===== src/rtl/sram_rresp.sv =====
// sram_rresp: AXI-style read responder. Accepts one AR handshake, fetches
// BURST_LEN consecutive words from a synchronous single-port SRAM and returns
// them as an R burst, one beat every three cycles when the consumer is ready.
module sram_rresp #(
  parameter int ADDR_W    = 8,
  parameter int DATA_W    = 32,
  parameter int BURST_LEN = 4,
  parameter int MEM_DEPTH = 256
) (
  input  logic              i_aclk,
  input  logic              i_areset_n,
  input  logic [ADDR_W-1:0] i_araddr,
  input  logic              i_arvalid,
  output logic              o_arready,
  output logic [DATA_W-1:0] o_rdata,
  output logic [1:0]        o_rresp,
  output logic              o_rvalid,
  input  logic              i_rready,
  output logic              o_rlast,
  output logic              o_sram_en,
  output logic [ADDR_W-1:0] o_sram_addr,
  input  logic [DATA_W-1:0] i_sram_rdata
);

  localparam int CNT_W = $clog2(BURST_LEN + 1);
  localparam logic [ADDR_W:0]  DEPTH_L = (ADDR_W+1)'(MEM_DEPTH);
  localparam logic [CNT_W-1:0] LAST_BEAT = CNT_W'(BURST_LEN - 1);

  localparam logic [1:0] RESP_OKAY   = 2'b00;
  localparam logic [1:0] RESP_SLVERR = 2'b10;

  typedef enum logic [1:0] {IDLE, FETCH, WAIT, VALID} state_t;

  state_t            state;
  logic [ADDR_W-1:0] base;
  logic [CNT_W-1:0]  beat;
  logic              err;

  // Address of the beat about to be fetched. The SRAM enable is registered on
  // entry to FETCH, so it is high exactly during FETCH and the read data lands
  // in time for WAIT to capture it.
  logic [ADDR_W-1:0] fetch_base;
  logic [CNT_W-1:0]  fetch_beat;
  logic [ADDR_W-1:0] waddr;
  logic              in_range;

  // Next word address and range check (wraps modulo 2^ADDR_W)
  always_comb begin
    fetch_base = base;
    fetch_beat = beat + CNT_W'(1);
    if (state == IDLE) begin
      fetch_base = i_araddr;
      fetch_beat = '0;
    end
    waddr    = fetch_base + ADDR_W'(fetch_beat);
    in_range = {1'b0, waddr} < DEPTH_L;
  end

  // Burst FSM with all outputs registered
  always_ff @(posedge i_aclk or negedge i_areset_n) begin
    if (!i_areset_n) begin
      state       <= IDLE;
      o_arready   <= 1'b1;
      o_rvalid    <= 1'b0;
      o_rlast     <= 1'b0;
      o_rdata     <= '0;
      o_rresp     <= RESP_OKAY;
      o_sram_en   <= 1'b0;
      o_sram_addr <= '0;
      base        <= '0;
      beat        <= '0;
      err         <= 1'b0;
    end else begin
      case (state)
        IDLE: begin
          if (i_arvalid && o_arready) begin
            base      <= i_araddr;
            beat      <= '0;
            o_arready <= 1'b0;
            o_sram_en <= in_range;
            err       <= !in_range;
            if (in_range) o_sram_addr <= waddr;
            state     <= FETCH;
          end
        end
        FETCH: begin
          // Out-of-range beats never touched the SRAM; just drop the enable.
          o_sram_en <= 1'b0;
          state     <= WAIT;
        end
        WAIT: begin
          o_rdata  <= err ? '0 : i_sram_rdata;
          o_rresp  <= err ? RESP_SLVERR : RESP_OKAY;
          o_rlast  <= (beat == LAST_BEAT);
          o_rvalid <= 1'b1;
          state    <= VALID;
        end
        VALID: begin
          if (i_rready) begin
            o_rvalid <= 1'b0;
            if (o_rlast) begin
              o_rlast   <= 1'b0;
              o_arready <= 1'b1;
              state     <= IDLE;
            end else begin
              beat      <= fetch_beat;
              o_sram_en <= in_range;
              err       <= !in_range;
              if (in_range) o_sram_addr <= waddr;
              state     <= FETCH;
            end
          end
        end
        default: state <= IDLE;
      endcase
    end
  end

endmodule


===== config.mk =====
export PLATFORM = sky130hd
export DESIGN_NAME = sram_rresp
export DESIGN_NICKNAME = d
export VERILOG_FILES = /design/src/rtl/sram_rresp.sv
export SDC_FILE = /design/constraint.sdc
export NUM_CORES = 1
export LEC_CHECK = 0
export BUFFER_PORTS_ARGS = -buffer_cell sky130_fd_sc_hd__buf_2
export CAP_MARGIN = 30
export CELL_PAD_IN_SITES_DETAIL_PLACEMENT = 1
export CELL_PAD_IN_SITES_GLOBAL_PLACEMENT = 2
export CORE_MARGIN = 2
export CORE_UTILIZATION = 35
export CTS_CLUSTER_DIAMETER = 200
export CTS_CLUSTER_SIZE = 12
export DETAILED_ROUTE_END_ITERATION = 8
export GPL_ROUTABILITY_DRIVEN = 0
export PLACE_DENSITY = 0.93
export SLEW_MARGIN = 20
export SYNTH_ARGS = -nofsm -noshare
export SYNTH_HDL_FRONTEND = slang
export SYNTH_SLANG_ARGS = --single-unit

===== constraint.sdc =====
create_clock -name i_aclk -period 4.6 [get_ports i_aclk]
set_clock_uncertainty 0.15 [all_clocks]
set_input_delay 0.92 -clock i_aclk [delete_from_list [all_inputs] [get_ports i_aclk]]
set_output_delay 0.92 -clock i_aclk [all_outputs]
set_load 0.01 [all_outputs]

==> flow_summary.json, run 1 <==
{
  "status": "completed",
  "final_cell_mix": "87 x buf_2, 56 x dfrtp_1, 47 x mux2_2",
  "ys_seq_area_share_pct": 53.5,
  "synthArstFlopShare_pct": 100,
  "clk_latency_ps": 330,
  "grt-ovfl-total": 0,
  "drive_gt1_share_pct": 52.7,
  "cts_tree": "built",
  "period_minus_slack_ps": 2920,
  "area_growth_pct": 26.9,
  "max_stage_delay_ps": 450,
  "cts_made_buffers": 9,
  "fin_crit_sh_pct": 63.6,
  "boundaryPins": 90,
  "max-slew-margin-rel_pct": 41.4,
  "crit_slowest_cell": "fa_1",
  "synth_top_cells_by_area": "dfrtp_1 53%, mux2_2 20%, ha_1 4.2%",
  "max_slew.worst_pin.slew_ps": 879,
  "reg2reg_depth": 9,
  "synth_top_flop_cell": "dfrtp_1",
  "grt_pass1_wl_mm": 9.28,
  "critical-path-top-delay-family": "adder cells",
  "hp-class": "in2async",
  "hold_buffers": 0,
  "grt_usage_pct": 14.1,
  "wl_per_cell_um": 14.2,
  "max_freq_mhz": 342,
  "ys_ff_latch": 57,
  "synth_cell_types": 40,
  "cts_sinks": 57,
  "path_class": "reg2reg",
  "dp_slack_ps": 1650,
  "yosys_warnings": 0,
  "initial_core_util_pct": 36.4,
  "yosysTopAreaCellShare_pct": 52.5,
  "crit_arrival_ps": 2990,
  "clock_path_buffers": 2,
  "vias_per_cell": 4.71,
  "post-cts-setup-buffers": 0,
  "crit_path_end_kind": "flop",
  "syn_area_um2": 2670,
  "clkSlewWorstSetupHoldPaths_ps": 70,
  "crit_path_max_fanout": 7,
  "drt_iter0_markers": 25,
  "ctsRootBufferMaster": "clkbuf_8",
  "ir_worst_vdd_mv": 0.240,
  "antenna_found_initial": 0,
  "p_leak_nw": 1.64,
  "r2r-start": "state[0]",
  "startpoint_type": "flop",
  "dieArea_um2": 8340,
  "die_y_um": 91.3,
  "path_depth": 9,
  "path_buf_inv": 1,
  "final_nets": 349,
  "vias": 1880,
  "layout_commonest_cell": "buf_2",
  "yosysTopAreaCell": "dfrtp_1",
  "ctsResizeCount": 0,
  "setup_ws_ps": 1680,
  "grt_pass1_vias": 1870,
  "port_buffers": 87,
  "drc": 0,
  "diodes": 0,
  "r2r-end": "o_sram_addr[6]",
  "hpwl_mm": 4.33,
  "maxCapViolCount": 0,
  "syn_avg_cell_area_um2": 13.1,
  "cts_htree_levels": 3,
  "rsz0062_at_grt": "no",
  "totalWireLength_mm": 5.65,
  "syn_inst": 204,
  "hold_viol": 0,
  "n_fill_cell": 816,
  "reg2reg_setup_slack_ps": 1680,
  "final.setup.tns_ps": 0,
  "synth_edf_count": 0,
  "dr.pass1.iters": 4,
  "pwr_density_cell_nw_per_um2": 705,
  "slew_violations": 0,
  "die_w_um": 91.3,
  "grt_max_degree": 44,
  "crit_chain": "inv_1 -> ha_1 -> mux2_2 -> ha_1 -> fa_1 -> a21oi_1 -> a21oi_1 -> xor2_1 -> mux2_1",
  "core-area_um2": 7330,
  "antenna_left": 0,
  "rows": 31,
  "setup_viol": 0,
  "crit_required_ps": 4660
}
[metal layers]
| metal | vias to the layer above | share of wire (%) | track usage, % |
|---|---|---|---|
| met5 | - | 0 | 0 |
| met4 | 0 | 1.5 | 5.30 |
| met3 | 9 | 5.2 | 3.49 |
| met2 | 58 | 48 | 22.5 |
| met1 | 907 | 46 | 18.5 |
| li1 | 906 | - | - |
[layout make-up]
type / instances / area [µm²] / area share (%)
Inverter: 7 / 26.3 / 0.776
Clock inverter: 5 / 55.1 / 1.63
Timing Repair Buffer: 90 / 458 / 13.5
Multi-Input combinational cell: 130 / 1150 / 34.1
Clock buffer: 11 / 141 / 4.18
Sequential cell: 57 / 1430 / 42.2
Tap cell: 99 / 124 / 3.66
[cells in the mapped netlist, types with 2 or more instances]
| cell type | n |
|---|---|
| nor2b_1 | 2 |
| o22a_1 | 2 |
| nor2_1 | 10 |
| inv_1 | 7 |
| mux2_2 | 47 |
| o21ai_0 | 4 |
| xnor2_1 | 3 |
| o22ai_1 | 2 |
| nand2_1 | 6 |
| a21oi_1 | 10 |
| buf_2 | 7 |
| mux2_1 | 2 |
| mux2i_1 | 4 |
| ha_1 | 9 |
| dfrtp_1 | 56 |
| a22o_1 | 4 |
| buf_4 | 2 |
| nand3_1 | 3 |
| a31oi_1 | 2 |
| a21boi_0 | 2 |
[worst max-delay path by stage]
stage | end | start
2_1_floorplan | o_sram_addr[6] | state[0]
3_3_place_gp | o_sram_addr[6] | i_araddr[0]
3_5_place_dp | o_sram_addr[6] | i_araddr[0]
4_1_cts | o_sram_addr[6] | state[0]
5_1_grt | o_sram_addr[6] | state[0]
6_report | o_sram_addr[6] | state[0]
[sequential cells by signal, summed over array words and instances (netlist names)]
register / cells
o_rdata: 32
base: 8
o_sram_addr: 8
beat: 3
state: 2
o_arready: 1
o_rlast: 1
o_rvalid: 1
o_sram_en: 1
[cells by family after synthesis]
kind of cell	after synthesis	synth area share (%)
AO/OA/AOI/OAI	33	9.14
XOR/XNOR	4	1.31
adder cells (fa/ha/maj)	10	4.97
buffers and inverters	18	3.42
flip-flops	57	53.5
multiplexers	54	22.7
other	1	0.141
AND/OR/NAND/NOR	27	4.78
[report_power, final]
part,switching (mW),total (mW),internal [mW]
Clock,0.196,0.459,0.263
Combinational,0.533,1.07,0.541
Sequential,0.127,0.855,0.728
Total,0.856,2.39,1.53
[per-stage QoR]
stage,area [µm²],utilization [%],instances,power (mW),hold slack (ps)
final,3390,46.2,399,2.39,337
after global routing,3390,46.2,399,2.57,350
after CTS,3390,46.2,399,2.43,339
after detailed placement,3190,43.5,383,1.96,340
after global placement,3190,43.5,383,1.91,334
after floorplan,2670,-,205,1.60,325
No activity file was read; power rests on OpenSTA's default activity.
==> run 2: changes to the inputs <==
--- a/config.mk
+++ b/config.mk
@@ -5,17 +5,18 @@
 export SDC_FILE = /design/constraint.sdc
 export NUM_CORES = 1
 export LEC_CHECK = 0
+export ABC_AREA = 1
 export BUFFER_PORTS_ARGS = -buffer_cell sky130_fd_sc_hd__buf_2
 export CAP_MARGIN = 30
 export CELL_PAD_IN_SITES_DETAIL_PLACEMENT = 1
 export CELL_PAD_IN_SITES_GLOBAL_PLACEMENT = 2
 export CORE_MARGIN = 2
-export CORE_UTILIZATION = 35
+export CORE_UTILIZATION = 25
 export CTS_CLUSTER_DIAMETER = 200
 export CTS_CLUSTER_SIZE = 12
 export DETAILED_ROUTE_END_ITERATION = 8
 export GPL_ROUTABILITY_DRIVEN = 0
-export PLACE_DENSITY = 0.93
+export PLACE_DENSITY = 0.83
 export SLEW_MARGIN = 20
 export SYNTH_ARGS = -nofsm -noshare
 export SYNTH_HDL_FRONTEND = slang
==> constraint.sdc (replaced) <==
create_clock -name i_aclk -period 2.4 [get_ports i_aclk]
set_clock_uncertainty 0.15 [all_clocks]
set_input_delay 0.48 -clock i_aclk [delete_from_list [all_inputs] [get_ports i_aclk]]
set_output_delay 0.48 -clock i_aclk [all_outputs]
set_load 0.01 [all_outputs]
==> flow_summary.json, run 2 <==
{
  "status": "completed",
  "seqPwrFrac_pct": 33.3,
  "rsz0062_at_grt": "no",
  "max-slew-margin-rel_pct": 65.7,
  "yosys_warnings": 0,
  "syn_area_um2": 2660,
  "clkSlewWorstSetupHoldPaths_ps": 80,
  "yosysTopAreaCell": "dfrtp_1",
  "reg2reg_setup_slack_ps": 210,
  "dp_slack_ps": -6.28,
  "grt-ovfl-total": 0,
  "antenna_left": 0,
  "startpoint_type": "flop",
  "clk_latency_ps": 330,
  "ys_ff_latch": 57,
  "grt_pass1_wl_mm": 11.9,
  "max_freq_mhz": 456,
  "swShare_pct": 42.1,
  "dr.pass1.iters": 4,
  "final_cell_area_um2": 3480,
  "grt_usage_pct": 13.2,
  "synth_edf_count": 0,
  "routed.top_layer": "met4",
  "pwr-share-comb_pct": 46.8,
  "cts_made_buffers": 9,
  "core-area_um2": 10300,
  "crit_path_end_kind": "flop",
  "intPower_mw": 2.93,
  "multi_input_area_um2": 1060,
  "top_regs": "o_rdata: 32 flops, base: 8 flops, o_sram_addr: 8 flops",
  "synth_common_cells": "165 x nand2_1, 56 x dfrtp_1, 20 x inv_1, 17 x o21ai_0, 11 x nand3_1",
  "diodes": 0,
  "cts_tree": "built",
  "wl_per_cell_um": 12.7,
  "final.setup.tns_ps": 0,
  "clock_path_buffers": 2,
  "hpwl_mm": 5.13,
  "path_class": "reg2reg",
  "pwr_density_cell_nw_per_um2": 1450,
  "route.met3.wl_um": 624,
  "yosysMostFrequentCell": "nand2_1",
  "wirelength_met1_mm": 3.19,
  "grt_pass1_vias": 2482,
  "ys_seq_area_share_pct": 53.8,
  "vias": 2316,
  "maxCapViolCount": 0,
  "fin_crit_sh_pct": 91.5,
  "syn_inst": 322,
  "power.switching_mw": 2.13,
  "synth_top_flop_cell": "dfrtp_1",
  "postPlaceCellArea_um2": 3240,
  "layout_commonest_cell": "nand2_1",
  "ir_worst_vdd_mv": 0.615,
  "synth_cell_types": 27,
  "clkPwrFrac_pct": 20.0,
  "cts_htree_levels": 3,
  "r2r-start": "state[1]",
  "largest-register": "o_rdata",
  "n_fill_cell": 1288,
  "hold_start": "i_sram_rdata[21]",
  "cts_sinks": 57,
  "port_buffers": 87,
  "dp_cells": 538,
  "period_minus_slack_ps": 2190,
  "die_w_um": 107,
  "largest_reg_flops": 32,
  "max_slew.worst_pin.slew_ps": 513,
  "drt_iter0_markers": 68,
  "boundaryPins": 90,
  "hold_viol": 0,
  "instances_no_fill": 554,
  "final_cell_mix": "165 x nand2_1, 87 x buf_2, 56 x dfrtp_1",
  "setup_viol": 0,
  "setup_ws_ps": 205,
  "crit_path_max_fanout": 7,
  "slew_violations": 0,
  "syn_avg_cell_area_um2": 8.25,
  "dieArea_um2": 11500,
  "crit_arrival_ps": 2260,
  "initial_core_util_pct": 25.7,
  "grt_max_degree": 58,
  "die_y_um": 107,
  "rows": 37,
  "area_growth_pct": 31.2,
  "ctsRootBufferMaster": "clkbuf_8",
  "antenna_found_initial": 0,
  "regArea_um2": 1430,
  "power_mw": 5.06,
  "yosysTopAreaCellShare_pct": 52.8,
  "drive_gt1_share_pct": 28.9,
  "final_nets": 468,
  "crit_required_ps": 2470,
  "wl_met2_mm": 3.15,
  "crit_start": "state[1]",
  "vias_per_cell": 4.18,
  "synthArstFlopShare_pct": 100,
  "p_leak_nw": 1.93,
  "synth_top_cells_by_area": "dfrtp_1 53%, nand2_1 23%, ha_1 4.2%",
  "totalWireLength_mm": 7.04,
  "hp-class": "in2reg",
  "drc": 0
}
==> run 2: cells by family (layout without fill, tap and decap cells) <==
group / count (synthesis) / after routing / synth area share, %
AND/OR/NAND/NOR: 184 / 184 / 27.0
other: 1 / 2 / 0.141
AO/OA/AOI/OAI: 29 / 29 / 6.22
flip-flops: 57 / 57 / 53.8
buffers and inverters: 38 / 133 / 6.88
adder cells (fa/ha/maj): 10 / 10 / 5.00
XOR/XNOR: 3 / 3 / 0.990
==> run 2: per-layer routing <==
layer	track usage, %	vias up
met5	0	-
met4	3.62	0
met3	5.96	6
met2	21.4	74
met1	15.7	1068
li1	-	1168
==> run 2: cell type report <==
cell class	instances	share of cell area [%]
inverters	23	2.69
flip-flops and latches	57	41.0
repair buffers	95	14.7
well taps	136	4.89
multi-input cells	228	30.5
clock inverters	5	2.30
clock buffers	10	3.95
==> run 2: power groups by stage <==
stage / sequential, mW / clock, mW / combinational (mW)
floorplan: 1.84 / 0 / 1.41
global placement: 1.68 / 0 / 2.33
detailed placement: 1.70 / 0 / 2.39
CTS: 1.69 / 1.04 / 2.41
global route: 1.75 / 1.09 / 2.73
finish: 1.68 / 1.01 / 2.37
==> run 2: worst max-delay path: stages (launching register included) <==
cell,delay [ps]
dfrtp_1,430
inv_2,110
ha_4,160
inv_2,60
nand2_1,50
o21ai_0,70
ha_1,220
fa_2,370
nand2_1,80
nand2_1,70
nand2_1,80
xor2_1,160
o21ai_1,70
==> run 2: stage by stage <==
stage               util [%]  hold slack, ps
finish                  33.7             191
global route            33.7             176
detailed placement      31.4             303
floorplan                  -            34.4
global placement        31.4             299
CTS                     33.6             170
==> run 2: final timing paths <==
path | endpoint | cells past startpoint
max reg2reg | o_sram_addr[4] | 12
max in group asynchronous | o_arready | 3
min in group asynchronous | base[4] | 3
max | o_sram_addr[4] | 12
min reg2reg | o_rdata[1] | 2
min | o_rdata[21] | 3
==> run 2: what timing repair did <==
item                                   in CTS  in global routing
setup endpoints to repair                   3                  5
gates resized for setup                     2                  4
buffers inserted                            0                  0
endpoints found under the hold margin      15                  0
hold buffers                                1                  0
